[config.mk]
export PLATFORM = sky130hd
export DESIGN_NAME = key_event_mapper
export DESIGN_NICKNAME = d
export VERILOG_FILES = /design/src/rtl/key_event_pkg.sv /design/src/rtl/key_event_fifo.sv /design/src/rtl/key_event_mapper.sv
export SDC_FILE = /design/constraint.sdc
export NUM_CORES = 1
export LEC_CHECK = 0
export CAP_MARGIN = 40
export CORE_AREA = 2 2 214 216
export CTS_CLUSTER_DIAMETER = 80
export DETAILED_ROUTE_END_ITERATION = 12
export DIE_AREA = 0 0 216 218
export SLEW_MARGIN = 15
export SYNTH_ARGS = -nofsm -noshare
export SYNTH_HDL_FRONTEND = slang
export SYNTH_HIERARCHICAL = 1
export SYNTH_SLANG_ARGS = --single-unit
[constraint.sdc]
create_clock -name clk -period 5.2 [get_ports clk]
set_clock_uncertainty 0.1 [all_clocks]
set_input_delay 1.04 -clock clk [delete_from_list [all_inputs] [get_ports clk]]
set_output_delay 1.04 -clock clk [all_outputs]
set_load 0.1 [all_outputs]
[src/rtl/key_event_pkg.sv]
// Shared constants and types for the key-event front end.
// Scan codes, event-kind encoding and repeat FSM states.
// No logic; imported by the mapper and its FIFO.
package key_event_pkg;

  // PS/2 scan codes as reported by the decoder (bit 8 = extended prefix)
  localparam logic [8:0] SC_ESC       = 9'h076;
  localparam logic [8:0] SC_ENTER     = 9'h05A;
  localparam logic [8:0] SC_BACKSPACE = 9'h066;
  localparam logic [8:0] SC_SHIFT     = 9'h059;
  localparam logic [8:0] SC_A         = 9'h01C;
  localparam logic [8:0] SC_D         = 9'h023;

  typedef enum logic [1:0] {
    EVT_RELEASE = 2'd0,
    EVT_PRESS   = 2'd1,
    EVT_REPEAT  = 2'd2
  } evt_kind_e;

  typedef enum logic [1:0] {
    R_IDLE   = 2'd0,
    R_DELAY  = 2'd1,
    R_REPEAT = 2'd2
  } rstate_e;

endpackage

[src/rtl/key_event_fifo.sv]
// Ready/valid event FIFO with sticky overflow flag.
// Latency: a push is visible at the head on the next edge.
// Backpressure: full FIFO drops a push unless a pop happens in the same cycle.
module key_event_fifo #(
  parameter int DEPTH = 8,
  parameter int W     = 4
) (
  input  logic         clk,
  input  logic         rst_n,
  input  logic         push_vld_i,
  input  logic [W-1:0] push_dat_i,
  output logic         pop_vld_o,
  input  logic         pop_rdy_i,
  output logic [W-1:0] pop_dat_o,
  input  logic         clr_overflow_i,
  output logic         overflow_o
);

  localparam int AW = $clog2(DEPTH);

  logic [W-1:0] mem_q [DEPTH];
  logic [AW:0]  wr_q, rd_q;
  logic         ovf_q;
  logic         empty, full, pop, accept, drop;

  // Occupancy flags and handshake decisions; extra pointer MSB tells full from empty
  always_comb begin
    empty  = (wr_q == rd_q);
    full   = (wr_q[AW] != rd_q[AW]) && (wr_q[AW-1:0] == rd_q[AW-1:0]);
    pop    = !empty && pop_rdy_i;
    accept = push_vld_i && (!full || pop);
    drop   = push_vld_i && !accept;
  end

  // Storage array; contents are don't-care until written
  always_ff @(posedge clk) begin
    if (accept) mem_q[wr_q[AW-1:0]] <= push_dat_i;
  end

  // Pointers and sticky overflow; a drop outranks a same-cycle clear
  always_ff @(posedge clk or negedge rst_n) begin
    if (!rst_n) begin
      wr_q  <= '0;
      rd_q  <= '0;
      ovf_q <= 1'b0;
    end else begin
      if (accept) wr_q <= wr_q + 1'b1;
      if (pop)    rd_q <= rd_q + 1'b1;
      if (drop)                ovf_q <= 1'b1;
      else if (clr_overflow_i) ovf_q <= 1'b0;
    end
  end

  assign pop_vld_o  = !empty;
  assign pop_dat_o  = empty ? '0 : mem_q[rd_q[AW-1:0]];
  assign overflow_o = ovf_q;

endmodule

[src/rtl/key_event_mapper.sv]
// Maps decoder scan-code events to held levels, press/release/repeat pulses and a queued event stream.
// Latency: pulses 1 cycle after key_valid, queued event visible 2 cycles after key_valid.
// Backpressure: evt_ready stalls the queue; events arriving at a full queue are dropped and flag overflow.
module key_event_mapper
  import key_event_pkg::*;
#(
  parameter int                    NUM_KEYS      = 4,
  parameter logic [NUM_KEYS*9-1:0] KEY_CODES     = {SC_SHIFT, SC_BACKSPACE, SC_ENTER, SC_ESC},
  parameter int                    REPEAT_DELAY  = 50_000_000,
  parameter int                    REPEAT_PERIOD = 10_000_000,
  parameter int                    FIFO_DEPTH    = 8,
  localparam int                   IDX_W         = (NUM_KEYS > 1) ? $clog2(NUM_KEYS) : 1
) (
  input  logic                clk,
  input  logic                rst_n,
  input  logic [511:0]        key_down,
  input  logic [8:0]          last_change,
  input  logic                key_valid,
  output logic [NUM_KEYS-1:0] held,
  output logic [NUM_KEYS-1:0] press_pulse,
  output logic [NUM_KEYS-1:0] release_pulse,
  output logic [NUM_KEYS-1:0] repeat_pulse,
  output logic                evt_valid,
  input  logic                evt_ready,
  output logic [IDX_W-1:0]    evt_idx,
  output logic [1:0]          evt_kind,
  output logic                overflow,
  input  logic                clr_overflow
);

  localparam int CNT_MAX = (REPEAT_DELAY > REPEAT_PERIOD) ? REPEAT_DELAY : REPEAT_PERIOD;
  localparam int CW      = $clog2(CNT_MAX + 1);
  localparam int EW      = IDX_W + 2;
  localparam logic [CW-1:0] DLY_LAST = CW'((REPEAT_DELAY > 0) ? REPEAT_DELAY - 1 : 0);
  localparam logic [CW-1:0] PER_LAST = CW'((REPEAT_PERIOD > 0) ? REPEAT_PERIOD - 1 : 0);

  logic [NUM_KEYS-1:0] held_q, press_q, rel_q, rep_q;
  logic                push_vld_q;
  logic [EW-1:0]       push_dat_q;
  rstate_e             st_q;
  logic [CW-1:0]       rcnt_q;
  logic [IDX_W-1:0]    rkey_q;

  logic             hit;
  logic [IDX_W-1:0] hit_idx;
  logic             press_ev, rel_ev, dec_ev, tgt_rel, tick_due, tick_fire;

  // Code lookup: scan downwards so the lowest matching index is the one kept
  always_comb begin
    hit     = 1'b0;
    hit_idx = '0;
    for (int i = NUM_KEYS - 1; i >= 0; i--) begin
      if (KEY_CODES[i*9 +: 9] == last_change) begin
        hit     = 1'b1;
        hit_idx = IDX_W'(i);
      end
    end
  end

  // Event classification and repeat-tick arbitration; decoder events own the FIFO write port
  always_comb begin
    press_ev  = key_valid && hit && key_down[last_change] && !held_q[hit_idx];
    rel_ev    = key_valid && hit && !key_down[last_change] && held_q[hit_idx];
    dec_ev    = press_ev || rel_ev;
    tgt_rel   = rel_ev && (hit_idx == rkey_q) && (st_q != R_IDLE);
    tick_due  = ((st_q == R_DELAY) && (rcnt_q == DLY_LAST)) ||
                ((st_q == R_REPEAT) && (rcnt_q == PER_LAST));
    tick_fire = tick_due && !dec_ev;
  end

  // Repeat FSM: a press retargets, a target release idles, a blocked tick holds rcnt for one more cycle
  always_ff @(posedge clk or negedge rst_n) begin
    if (!rst_n) begin
      st_q   <= R_IDLE;
      rcnt_q <= '0;
      rkey_q <= '0;
      rep_q  <= '0;
    end else begin
      rep_q <= '0;
      if (press_ev) begin
        rkey_q <= hit_idx;
        rcnt_q <= '0;
        st_q   <= (REPEAT_DELAY != 0) ? R_DELAY : R_IDLE;
      end else if (tgt_rel) begin
        st_q   <= R_IDLE;
        rcnt_q <= '0;
      end else if (tick_fire) begin
        st_q          <= R_REPEAT;
        rcnt_q        <= '0;
        rep_q[rkey_q] <= 1'b1;
      end else if (!tick_due && (st_q != R_IDLE)) begin
        rcnt_q <= rcnt_q + 1'b1;
      end
    end
  end

  // Held levels, edge pulses and the registered FIFO write request
  always_ff @(posedge clk or negedge rst_n) begin
    if (!rst_n) begin
      held_q     <= '0;
      press_q    <= '0;
      rel_q      <= '0;
      push_vld_q <= 1'b0;
      push_dat_q <= '0;
    end else begin
      press_q    <= '0;
      rel_q      <= '0;
      push_vld_q <= dec_ev || tick_fire;
      if (press_ev) begin
        held_q[hit_idx]  <= 1'b1;
        press_q[hit_idx] <= 1'b1;
        push_dat_q       <= {hit_idx, EVT_PRESS};
      end else if (rel_ev) begin
        held_q[hit_idx]  <= 1'b0;
        rel_q[hit_idx]   <= 1'b1;
        push_dat_q       <= {hit_idx, EVT_RELEASE};
      end else if (tick_fire) begin
        push_dat_q       <= {rkey_q, EVT_REPEAT};
      end
    end
  end

  logic [EW-1:0] head_dat;

  key_event_fifo #(
    .DEPTH (FIFO_DEPTH),
    .W     (EW)
  ) u_fifo (
    .clk            (clk),
    .rst_n          (rst_n),
    .push_vld_i     (push_vld_q),
    .push_dat_i     (push_dat_q),
    .pop_vld_o      (evt_valid),
    .pop_rdy_i      (evt_ready),
    .pop_dat_o      (head_dat),
    .clr_overflow_i (clr_overflow),
    .overflow_o     (overflow)
  );

  assign held          = held_q;
  assign press_pulse   = press_q;
  assign release_pulse = rel_q;
  assign repeat_pulse  = rep_q;
  assign evt_idx       = head_dat[EW-1:2];
  assign evt_kind      = head_dat[1:0];

endmodule

==> key figures <==
Run status
  • Run status: complete, no violations

Yosys
  • Synth area leader: mux4_2
  • Syn nets: 1,374
  • Top cells by count, synth: mux4_2 (119), nand2_1 (96), dfrtp_1 (60)
  • Sequential cell area fraction in the yosys report: 0.269
  • Post-synth EDFFs: 32
  • Post-Syn Instances: 845
  • Cell with the most instances after synthesis: mux4_2
  • Synth async-reset ratio: 0.652
  • Ys Warns: 6
  • Syn Std Cell Area: 9160 µm²
  • Ranking of synthesized cells by area: mux4_2 (29%), dfrtp_1 (16%), edfxtp_1 (10%)
  • Syn_area_per_cell: 10.8 µm²
  • Flops & latches, synth: 92
  • Post-synth top area share: 0.293
  • Ys flop type: dfrtp_1
  • Distinct cell type count after synthesis: 82

Pwr
  • Psw: 1.10 mW
  • Sw Share: 0.360
  • Leak: 5.85 nW
  • Clk pwr share: 0.224
  • Logic pwr share: 0.495
  • Max IR drop VDD: 0.000415 V
  • Sequential share of power: 0.281
  • Power per cell area: 190 nW/µm²
  • P_int: 1.95 mW
  • Tot Pwr: 3.05 mW

Detailed routing
  • Via count: 10,100
  • Met1 Wirelength: 20.6 mm
  • Total Wirelength: 51.0 mm
  • Met3 routed WL: 3.54 mm
  • Wire length on met2: 26.0 mm
  • Initial DRC Count: 805
  • Routed Antenna Nets: 0
  • Max layer used: met4
  • Routed WL per cell: 25.5 µm
  • DRT Pass-1 Iters: 7
  • Via/cell ratio: 5.06
  • DRC viols: 0

Die
  • Starting Density: 0.204
  • Core ar.: 44,900 µm²
  • Row count: 78
  • Die area: 47,100 µm²
  • Chip Height: 218 µm
  • Die width: 216 µm
  • # IOs: 548

Global route
  • Largest net degree at the start of global routing: 40
  • First-pass GRT wire length: 72.4 mm
  • Antenna violations before repair: 5
  • Global-route usage over all layers: 0.210
  • Vias in the first global route: 10,500
  • Grt ovf: 0

Clocking
  • CTS HTree Levels: 3
  • CTS buffer count: 9
  • Post-CTS Setup Bufs: 0
  • Clk pin slew, worst setup/hold paths: 80 ps
  • CTS tree: yes
  • Cts hold-fix bufs: 0
  • Bufs on Longest Clock Path: 2
  • Clk_lat worst skew: 360 ps
  • CTS resizes: 0
  • # clock sinks: 92
  • Root buffer cell: clkbuf_16

Placement
  • Port Buf Inserts: 547
  • HPWL Detailed: 43.9 mm
  • Routability congestion estimate: 1.04
  • Placed Area: 15,700 µm²

Worst setup path
  • CP Launch Type: input pin
  • Worst r2r path cells: 10
  • Worst path most repeated cell: buf_4
  • Setup Crit Path Kind: input pin to flip-flop
  • Critical path fanouts, max: 25
  • Reg2Reg Launch Point: rcnt_q[0]
  • Slowest-stage cell, CP: clkdlybuf4s50_1
  • Arrival @ worst endpoint: 4450 ps
  • Register-to-register setup slack: 1990 ps
  • Setup crit end kind: flip-flop
  • Req. time, crit path: 5360 ps
  • CP cell instances: clkdlybuf4s50_1, buf_4, nand2b_1, or3_1, or2_1, o311ai_0, and2_1, a211oi_4, o2111ai_1, buf_4, nand3_1, o32ai_1
  • Worst Setup SP: last_change[4]
  • Crit Reg-Reg Endpoint: rcnt_q[24]
  • Setup crit end: rcnt_q[8]
  • Worst path max stage delay: 610 ps

STA
  • Final min period: 4300 ps
  • Slew Limit Fails: 0
  • Fin crit share: 0.827
  • Fmax: 233 MHz
  • RSZ-0062 raised after global routing: no
  • Setup tns final: 0 ps
  • Final setup viols: 0
  • Slew @ Worst Pin: 733 ps
  • Normalized max-slew margin: 0.509
  • Final hold viol count: 0

Layout
  • Synth-to-Final Area Change: 74.7%
  • Design area: 16,000 µm²
  • Fin nets: 1,923
  • Layout cells sized above 1: 0.168

Min path
  • Hold Crit Class: flip-flop to flip-flop

Flow run
  • Max-cap check violation count: 0
[metrics by stage]
stage | hold WS, ps | worst slack (ps) | util | std cells
detailed placement | 385 | 489 | 0.349 | 1983
CTS | 397 | 872 | 0.356 | 1999
global route | 439 | 667 | 0.356 | 1999
floorplan | 355 | 1460 | - | 845
global placement | 376 | 575 | 0.341 | 1959
finish | 399 | 901 | 0.357 | 2003
[power by group through the flow]
stage	Sequential (mW)	Clock, mW	Combinational [mW]
after floorplan	0.820	0	0.789
after global placement	0.870	0	1.41
after detailed placement	0.872	0	1.52
after CTS	0.857	0.696	1.52
after global routing	0.866	0.729	1.58
final	0.856	0.683	1.51
[worst max-delay path, delay by kind of cell]
| kind | cells | cell delay [ps] |
|---|---|---|
| AOI/OAI and AO/OA | 4 | 710 |
| buffers and inverters | 3 | 1240 |
| and+or+nand+nor | 5 | 1450 |
[state kept, by name, indices dropped and copies added (netlist names), named ones only]
name	cells
press_pulse	4
push_dat_q	4
push_vld_q	1
rcnt_q	26
release_pulse	4
repeat_pulse	4
rkey_q	2
st_q	2
u_fifo/mem_q	32
u_fifo/overflow_o	1
u_fifo/rd_q	4
u_fifo/wr_q	4
[layout make-up]
class	count	area, µm²
antenna	4	10.0
clock buffer	9	225
clock inverter	7	88.8
fill	4482	28900
inverter	17	68.8
multi-input combinational	667	6210
sequential	92	2460
tap	600	751
timing repair buffer	607	6190
[per-layer routing]
metal / vias up / track usage
met2: 526 / 0.378
met4: 0 / 0.0374
met1: 5056 / 0.266
met5: - / 0
li1: 4509 / -
met3: 39 / 0.0368
[kinds of logic after synthesis]
family                     after synthesis  synth area share
and+or+nand+nor                        334             0.186
muxes                                  178             0.359
AOI/OAI and AO/OA                      141             0.118
DFF                                     92             0.269
buffers and inverters                   86            0.0539
xor gates and xnor gates                11            0.0105
adders and majority gates                3           0.00410
[how the worst min path moves through the flow]
stage                   endpoint         startpoint  cells after the start
2_1_floorplan    repeat_pulse[1]          rkey_q[1]                      1
5_1_grt        u_fifo/overflow_o  u_fifo/overflow_o                      1
4_1_cts          repeat_pulse[0]          rkey_q[1]                      1
3_3_place_gp     repeat_pulse[0]          rkey_q[1]                      1
3_5_place_dp     repeat_pulse[0]          rkey_q[1]                      1
6_report         repeat_pulse[0]          rkey_q[1]                      1
[placed cells by master, fill, tap and decap left out, drive strengths merged, types with 20 or more instances in the layout]
master	synthesis	routed
buf	50	65
clkdlybuf4s50	0	542
nand4	28	28
mux2i	48	48
nand3	47	47
o211ai	20	20
nand2	98	98
edfxtp	32	32
dfrtp	60	60
nor2	57	57
o21ai	20	20
nor3	22	22
mux4	119	119
Note: power is estimated with default switching activity, not from simulation.
